## src/rtl/multiply8_signed_structural.sv

```systemverilog
// 8x8 signed multiplier: Baugh-Wooley partial products, carry-save array, ripple-carry close.
// Define MULT8_SIGNED_PIPE_EN to register the carry-save vectors before the ripple adder (latency 2).

module ha_cell (
  input  logic a,
  input  logic b,
  output logic s,
  output logic co
);
  assign s  = a ^ b;
  assign co = a & b;
endmodule

module fa_cell (
  input  logic a,
  input  logic b,
  input  logic ci,
  output logic s,
  output logic co
);
  assign s  = a ^ b ^ ci;
  assign co = (a & b) | (a & ci) | (b & ci);
endmodule

// Bit 15 sum cell: the carry out of the MSB is discarded modulo 2^16.
module msb_sum_cell (
  input  logic a,
  input  logic b,
  input  logic ci,
  output logic s
);
  assign s = a ^ b ^ ci;
endmodule

module multiply8_signed_structural (
  input  logic               clk,
  input  logic               rst_n,
  input  logic signed [7:0]  multiplicand_a,
  input  logic signed [7:0]  multiplier_b,
  input  logic               in_valid,
  output logic signed [15:0] product,
  output logic               out_valid
);

  // Stage p0: partial products and carry-save reduction
  logic [63:0]      pp_p0;
  logic [7:0][15:0] csa_s_p0;
  logic [7:0][15:0] csa_c_p0;

  genvar gi, gj, gr, gk;
  generate
    for (gi = 0; gi < 8; gi++) begin : g_pp_row
      for (gj = 0; gj < 8; gj++) begin : g_pp_col
        if ((gi == 7) != (gj == 7)) begin : g_inv
          assign pp_p0[gi*8+gj] = ~(multiplicand_a[gj] & multiplier_b[gi]);
        end else begin : g_pos
          assign pp_p0[gi*8+gj] = multiplicand_a[gj] & multiplier_b[gi];
        end
      end
    end
  endgenerate

  // Row 0 seeds the sum vector; the Baugh-Wooley constants 2^8 + 2^15 seed the carry vector.
  assign csa_s_p0[0] = {8'h00, pp_p0[7:0]};
  assign csa_c_p0[0] = 16'h8100;

  generate
    for (gr = 1; gr < 8; gr++) begin : g_csa_row
      assign csa_c_p0[gr][0] = 1'b0;
      for (gk = 0; gk < 16; gk++) begin : g_csa_bit
        if (gk == 15) begin : g_msb
          msb_sum_cell u_msb (
            .a  (csa_s_p0[gr-1][15]),
            .b  (csa_c_p0[gr-1][15]),
            .ci (1'b0),
            .s  (csa_s_p0[gr][15])
          );
        end else if ((gk >= gr) && (gk <= gr + 7)) begin : g_fa
          fa_cell u_fa (
            .a  (csa_s_p0[gr-1][gk]),
            .b  (csa_c_p0[gr-1][gk]),
            .ci (pp_p0[gr*8+gk-gr]),
            .s  (csa_s_p0[gr][gk]),
            .co (csa_c_p0[gr][gk+1])
          );
        end else begin : g_ha
          ha_cell u_ha (
            .a  (csa_s_p0[gr-1][gk]),
            .b  (csa_c_p0[gr-1][gk]),
            .s  (csa_s_p0[gr][gk]),
            .co (csa_c_p0[gr][gk+1])
          );
        end
      end
    end
  endgenerate

  logic [15:0] rca_x;
  logic [15:0] rca_y;
  logic        rca_load;

`ifdef MULT8_SIGNED_PIPE_EN
  // Stage p1: registered carry-save vectors
  logic [15:0] csa_s_p1;
  logic [15:0] csa_c_p1;
  logic        vld_p1;

  always_ff @(posedge clk) begin
    if (!rst_n) begin
      csa_s_p1 <= '0;
      csa_c_p1 <= '0;
      vld_p1   <= 1'b0;
    end else begin
      vld_p1 <= in_valid;
      if (in_valid) begin
        csa_s_p1 <= csa_s_p0[7];
        csa_c_p1 <= csa_c_p0[7];
      end
    end
  end

  assign rca_x    = csa_s_p1;
  assign rca_y    = csa_c_p1;
  assign rca_load = vld_p1;
`else
  assign rca_x    = csa_s_p0[7];
  assign rca_y    = csa_c_p0[7];
  assign rca_load = in_valid;
`endif

  // Ripple-carry adder closing the carry-save pair
  logic [15:0] rca_sum;
  logic [15:1] rca_c;

  ha_cell u_rca0 (
    .a  (rca_x[0]),
    .b  (rca_y[0]),
    .s  (rca_sum[0]),
    .co (rca_c[1])
  );

  generate
    for (gk = 1; gk < 15; gk++) begin : g_rca
      fa_cell u_fa (
        .a  (rca_x[gk]),
        .b  (rca_y[gk]),
        .ci (rca_c[gk]),
        .s  (rca_sum[gk]),
        .co (rca_c[gk+1])
      );
    end
  endgenerate

  msb_sum_cell u_rca15 (
    .a  (rca_x[15]),
    .b  (rca_y[15]),
    .ci (rca_c[15]),
    .s  (rca_sum[15])
  );

  // Output stage: product holds its last value when nothing new arrives
  always_ff @(posedge clk) begin
    if (!rst_n) begin
      product   <= '0;
      out_valid <= 1'b0;
    end else begin
      out_valid <= rca_load;
      if (rca_load) begin
        product <= $signed(rca_sum);
      end
    end
  end

endmodule

```

## config.mk

```make
export PLATFORM = sky130hd
export DESIGN_NAME = multiply8_signed_structural
export DESIGN_NICKNAME = d
export VERILOG_FILES = /design/src/rtl/multiply8_signed_structural.sv
export SDC_FILE = /design/constraint.sdc
export NUM_CORES = 1
export LEC_CHECK = 0
export CAP_MARGIN = 20
export CORE_AREA = 8 8 78 80
export CTS_BUF_LIST = sky130_fd_sc_hd__clkbuf_16
export CTS_CLUSTER_DIAMETER = 60
export DETAILED_ROUTE_END_ITERATION = 10
export DIE_AREA = 0 0 86 88
export PLACE_DENSITY = 0.7
export SLEW_MARGIN = 0
export SYNTH_ARGS = -nofsm -noshare
export SYNTH_HDL_FRONTEND = slang
export SYNTH_SLANG_ARGS = --single-unit
```

## constraint.sdc

```tcl
create_clock -name clk -period 8.8 [get_ports clk]
set_input_delay 2.2 -clock clk [delete_from_list [all_inputs] [get_ports clk]]
set_output_delay 2.2 -clock clk [all_outputs]
set_load 0.02 [all_outputs]
```

Word-level counts from Yosys, hierarchy flattened
Cells that the tools add are included.
{ "word_totals": {"regBits": 17, "in_bits": 19, "word_cells": 446, "output_inout_bits": 17} }
{ "classes": {"n_bitwise": 444} }
{ "op_table": {"columns": ["cell", "count"], "rows": [
  ["bitwise AND 1 bit", 222],
  ["bitwise XOR 1 bit", 111],
  ["bitwise OR 1 bit", 96],
  ["inverter 1 bit", 15]
]} }

Longest topological paths before layout
{ "logic_depth": {"ltp_word": 40, "ltp_mapped": 24} }

By module
Synthesis repeated with hierarchy kept, for this count alone.
{ "hier_totals": {"cells_unflattened": 248, "hier_area_um2": 3236.9} }
{ "modules_own_cells": {"columns": ["module", "instances", "area_each_um2", "cells_each"], "rows": [
  ["fa_cell", 70, 20.0, 1],
  ["multiply8_signed_structural", 1, 1019.7, 120],
  ["ha_cell", 50, 12.5, 1],
  ["msb_sum_cell", 8, 23.8, 1]
]} }

Worst setup path before layout
No wires, ideal clock.
{ "synth_path": {"path_type": "input port to flip-flop", "start": "input multiplier_b[0]", "end": "register product[14]", "setup_ns": 0.058, "path_buffers": 0, "t_arrival_ns": 8.403, "path_slack_ns": 0.339, "cell_stages": 22, "cell_sequence": "and2_1 ha_1 inv_1 fa_1 inv_1 fa_1 fa_1 inv_1 fa_1 inv_1 fa_1 fa_1 ha_1 fa_1 fa_1 fa_1 fa_1 fa_1 inv_1 fa_1 nand2_1 o211a_1"} }
{ "synth_via": {"elab_chain_cells": 37, "word_cells_on_any_way": 325, "cone_classes": "325 x bitwise"} }
{ "synth_rtl": {"columns": ["item", "line", "source"], "rows": [
  ["from (decl)", "39", "input logic signed [7:0] multiplier_b,"],
  ["bitwise AND 1 bit", "57", "assign pp_p0[gi*8+gj] = multiplicand_a[gj] & multiplier_b[gi];"],
  ["bitwise XOR 1 bit or bitwise AND 1 bit (tied branches)", "21, 22", null],
  ["bitwise AND 1 bit", "22", "assign co = (a & b) | (a & ci) | (b & ci);"],
  ["bitwise OR 1 bit (2 in a row)", "22", null],
  ["bitwise AND 1 bit", "22", null],
  ["bitwise OR 1 bit (2 in a row)", "22", null],
  ["bitwise AND 1 bit", "22", null],
  ["bitwise OR 1 bit (2 in a row)", "22", null],
  ["[... 14 more ...]", null, null],
  ["bitwise OR 1 bit (2 in a row)", "22", null],
  ["bitwise AND 1 bit", "22", null],
  ["bitwise OR 1 bit (2 in a row)", "22", null],
  ["bitwise AND 1 bit", "22", null],
  ["bitwise OR 1 bit (2 in a row)", "22", null],
  ["bitwise AND 1 bit", "22", null],
  ["bitwise OR 1 bit (2 in a row)", "22", null],
  ["bitwise XOR 1 bit *", "21", "assign s = a ^ b ^ ci;"],
  ["to (signal assigned)", "169", "product <= $signed(rca_sum);"],
  ["to (decl)", "41", "output logic signed [15:0] product,"]
]} }
Mark *: on every way between the ends. The rest lies on a longest branch, timed or not.
A chain may end at the register's enable or synchronous reset.

Final worst setup path
{ "layout_path": {"start": "input multiplicand_a[7]", "end": "register product[14]"} }
{ "layout_via": {"elab_chain_cells": 33, "word_cells_on_any_way": 237, "cone_classes": "237 x bitwise"} }
{ "layout_rtl": {"columns": ["item", "line", "source"], "rows": [
  ["from (decl)", "38", "input logic signed [7:0] multiplicand_a,"],
  ["bitwise AND 1 bit", "55", "assign pp_p0[gi*8+gj] = ~(multiplicand_a[gj] & multiplier_b[gi]);"],
  ["inverter 1 bit", "55", null],
  ["bitwise XOR 1 bit", "21", null],
  ["bitwise AND 1 bit or bitwise XOR 1 bit (tied branches)", "22, 21", null],
  ["bitwise OR 1 bit or bitwise XOR 1 bit (tied branches)", "22, 21", null],
  ["bitwise OR 1 bit (tied with other cells)", "22", null],
  ["bitwise AND 1 bit (tied with other cells)", "22", null],
  ["bitwise OR 1 bit (tied with other cells) (2 in a row)", "22", null],
  ["[... 12 more ...]", null, null],
  ["bitwise OR 1 bit (2 in a row)", "22", null],
  ["bitwise AND 1 bit", "22", null],
  ["bitwise OR 1 bit (2 in a row)", "22", null],
  ["bitwise AND 1 bit", "22", null],
  ["bitwise OR 1 bit (2 in a row)", "22", null],
  ["bitwise AND 1 bit", "22", null],
  ["bitwise OR 1 bit (2 in a row)", "22", null],
  ["bitwise XOR 1 bit *", "21", null]
]} }
Marked as above.

==> results.cfg <==
[route]
num_vias = 1562
first_pass_iters = 4
drc = 0
wl_um = 4150
vias_per_cell = 4.61
ant_nets = 0
wire_per_inst_um = 12.2
dr.first_iter.drc_count = 26

[layout]
fill_cells = 444
design_area_sq_um = 2830
multi_input_area_sq_um = 1730
synthToLayoutAreaGrowth_pct = 25.6
fin_nets = 351
ff_latch_area_sq_um = 340
drive_gt1_frac = 0.0818
fin_cells = 339
antenna_cells = 0

[setup_path]
startpoint_type = primary input
cp_slowest_cell = fa_1
arrival_ns = 8.75
path_buf_inv = 6
crit_family = adder cells
critPathMaxFanout = 7
crit_top_cell = fa_1
worstSetupEndpointType = flop
cp.required_ns = 8.99
crit_chain = clkdlybuf4s50_1, buf_4, nand2_1, inv_1, fa_1, inv_1, fa_1, fa_1, fa_1, fa_1, fa_1, inv_1, ha_1, fa_2, fa_2, fa_2, fa_2, fa_1, inv_1, fa_1, nand2_1, o211a_1
worst-path-stages = 22
slowest_delay_ns = 0.56
critical_path_class = primary input to flop
ff2ff_path_depth = 2

[global_routing]
antenna_found_initial = 0
grt_overflow_total = 0
grt_util_all_layers = 0.123
grt_pass1_vias = 1727
grt_first_pass_wirelength_um = 7530
grt_max_degree = 25

[logic_synthesis]
synthDistinctLibCells = 20
async_flop_share = 0
synth_area_sq_um = 2250
synthTopCellsByCount = 48 x fa_1, 40 x inv_1, 36 x nand2_1
synth_edf_count = 0
ys_ff_latch = 17
netlist_top_cells_area = fa_1 43%, dfxtp_1 15%, and2_1 8.9%
synthMostInstantiatedCell = fa_1
ys_seq_area_frac = 0.151
synthFlopType = dfxtp_1
syn_inst = 221
synth_top_area_frac = 0.426
yosys_warnings = 0
synth_nets = 302
yosys.area.top_type = fa_1
avgSynthCellArea_sq_um = 10.2

[place]
dp_cells = 335
dp_hpwl_um = 3660
placed_area_sq_um = 2740
place.gp.congestion = 0.788
io_buffers = 35

[timing]
relSlewSlack = 0.343
whs_ns = 0.475
timing.setup.tns_ns = 0
final_hold_viol_count = 0
post-route-min-period_ns = 8.56
tightestPinTransition_ns = 0.982
post-route-period-util = 0.973
slew_viol_final = 0
rsz0062_at_grt = no
fmax_mhz = 117
finalClockSkew_ns = 0
finalSetupViolCount = 0

[cts]
htreeDepth = 1
postCtsSetupBuffers = 0
clkSlewWorstSetupHoldPaths_ns = 0.05
cts_hold_buf = 0
cts_root_buf = clkbuf_16
clock_latency_ns = 0.25
cts_tree = yes
cts_buffers = 3
cts_sinks = 17
clockBufferDepth = 2

[pwr]
power_frac_seq = 0.166
powerDensity_nw_per_um2 = 227
pwr-share-comb = 0.697
leakage_nw = 1.34
internal_power_uw = 380
peakVddDrop_v = 0.000130
power_switching_uw = 263
clkPwrFrac = 0.137
p_sw_frac = 0.409

[floorplanning]
core_area_sq_um = 4910
die_area_sq_um = 7570
die_w_um = 86
rows = 26
die_h_um = 88
start_util = 0.459
io_pins = 36

[hold_path]
holdPathStages = 1
hold_class = flop to flop

[job]
max_cap_violations = 0

[outcome]
status = finished, final reports clean
[sequential cells by signal, indices dropped and copies added, names as in the netlist]
register and count:
product 16, out_valid 1
[metrics by stage]
| stage | setup WS, ns | total power, mW | utilization |
|---|---|---|---|
| floorplan | 0.339 | 0.419 | - |
| global placement | -0.313 | 0.536 | 0.558 |
| finish | 0.239 | 0.643 | 0.577 |
| CTS | 0.00311 | 0.655 | 0.574 |
| detailed placement | -0.422 | 0.561 | 0.558 |
| global route | 0.0152 | 0.721 | 0.577 |
[path summary, 6_finish.rpt]
check             slack [ns]                      from                  endpoint
hold / removal          0.48   product[2]$_SDFFE_PN0P_   product[2]$_SDFFE_PN0P_
hold reg to reg         0.48   product[2]$_SDFFE_PN0P_   product[2]$_SDFFE_PN0P_
setup reg to reg        8.15  product[15]$_SDFFE_PN0P_  product[15]$_SDFFE_PN0P_
setup / recovery        0.24         multiplicand_a[7]  product[14]$_SDFFE_PN0P_
[routing by layer]
metal	wire (um)	GRT usage	share of wire
met2	2160	0.219	0.52
met4	40	0.0287	0.0096
met1	1770	0.147	0.43
met5	0	0	0
met3	181	0.0244	0.044
[cells in the final DEF (no fill, tap or decap)]
master            n
clkdlybuf4s50_1  31
and2_2            1
inv_1            41
nor2b_1           9
dfxtp_1          17
buf_4            13
a21boi_0          1
o211a_1           5
dlygate4sd2_1     2
clkbuf_16         3
nand2b_1          1
xnor2_1           1
nand2_1          36
a21oi_1           1
o21ai_0           1
dlymetal6s2s_1    2
fa_2              5
ha_1             14
and2_1           32
mux2i_1           9
nand3_1           1
fa_1             43
[power groups by stage]
| stage | logic (mW) | clock network [mW] | registers, mW |
|---|---|---|---|
| after CTS | 0.459 | 0.0887 | 0.107 |
| after detailed placement | 0.452 | 0 | 0.108 |
| final | 0.448 | 0.0883 | 0.107 |
| after global placement | 0.428 | 0 | 0.108 |
| after global routing | 0.520 | 0.0921 | 0.109 |
| after floorplan | 0.290 | 0 | 0.129 |
[repair_timing]
| item | 4_1_cts | 5_1_grt |
|---|---|---|
| pin swaps | 1 | 5 |
| endpoints found under the setup margin | 2 | 2 |
| endpoints found under the hold margin | 0 | 0 |
| gates cloned | 0 | 0 |
| gates resized for setup | 4 | 5 |
[cell type report]
cell class	count	area share
clock buffers	3	0.0265
clock inverters	1	0.00133
inverters	40	0.0530
multi-input cells	160	0.609
flip-flops and latches	17	0.120
well taps	70	0.0309
repair buffers	48	0.159
[kinds of logic after synthesis]
family                     Yosys count  synth area share
and+or+nand+nor                     80             0.182
adders and majority gates           62             0.504
buffers and inverters               44            0.0893
DFF                                 17             0.151
muxes                                9            0.0400
AOI/OAI and AO/OA                    8            0.0300
xor gates and xnor gates             1           0.00389
(Power assumes the default switching activity.)
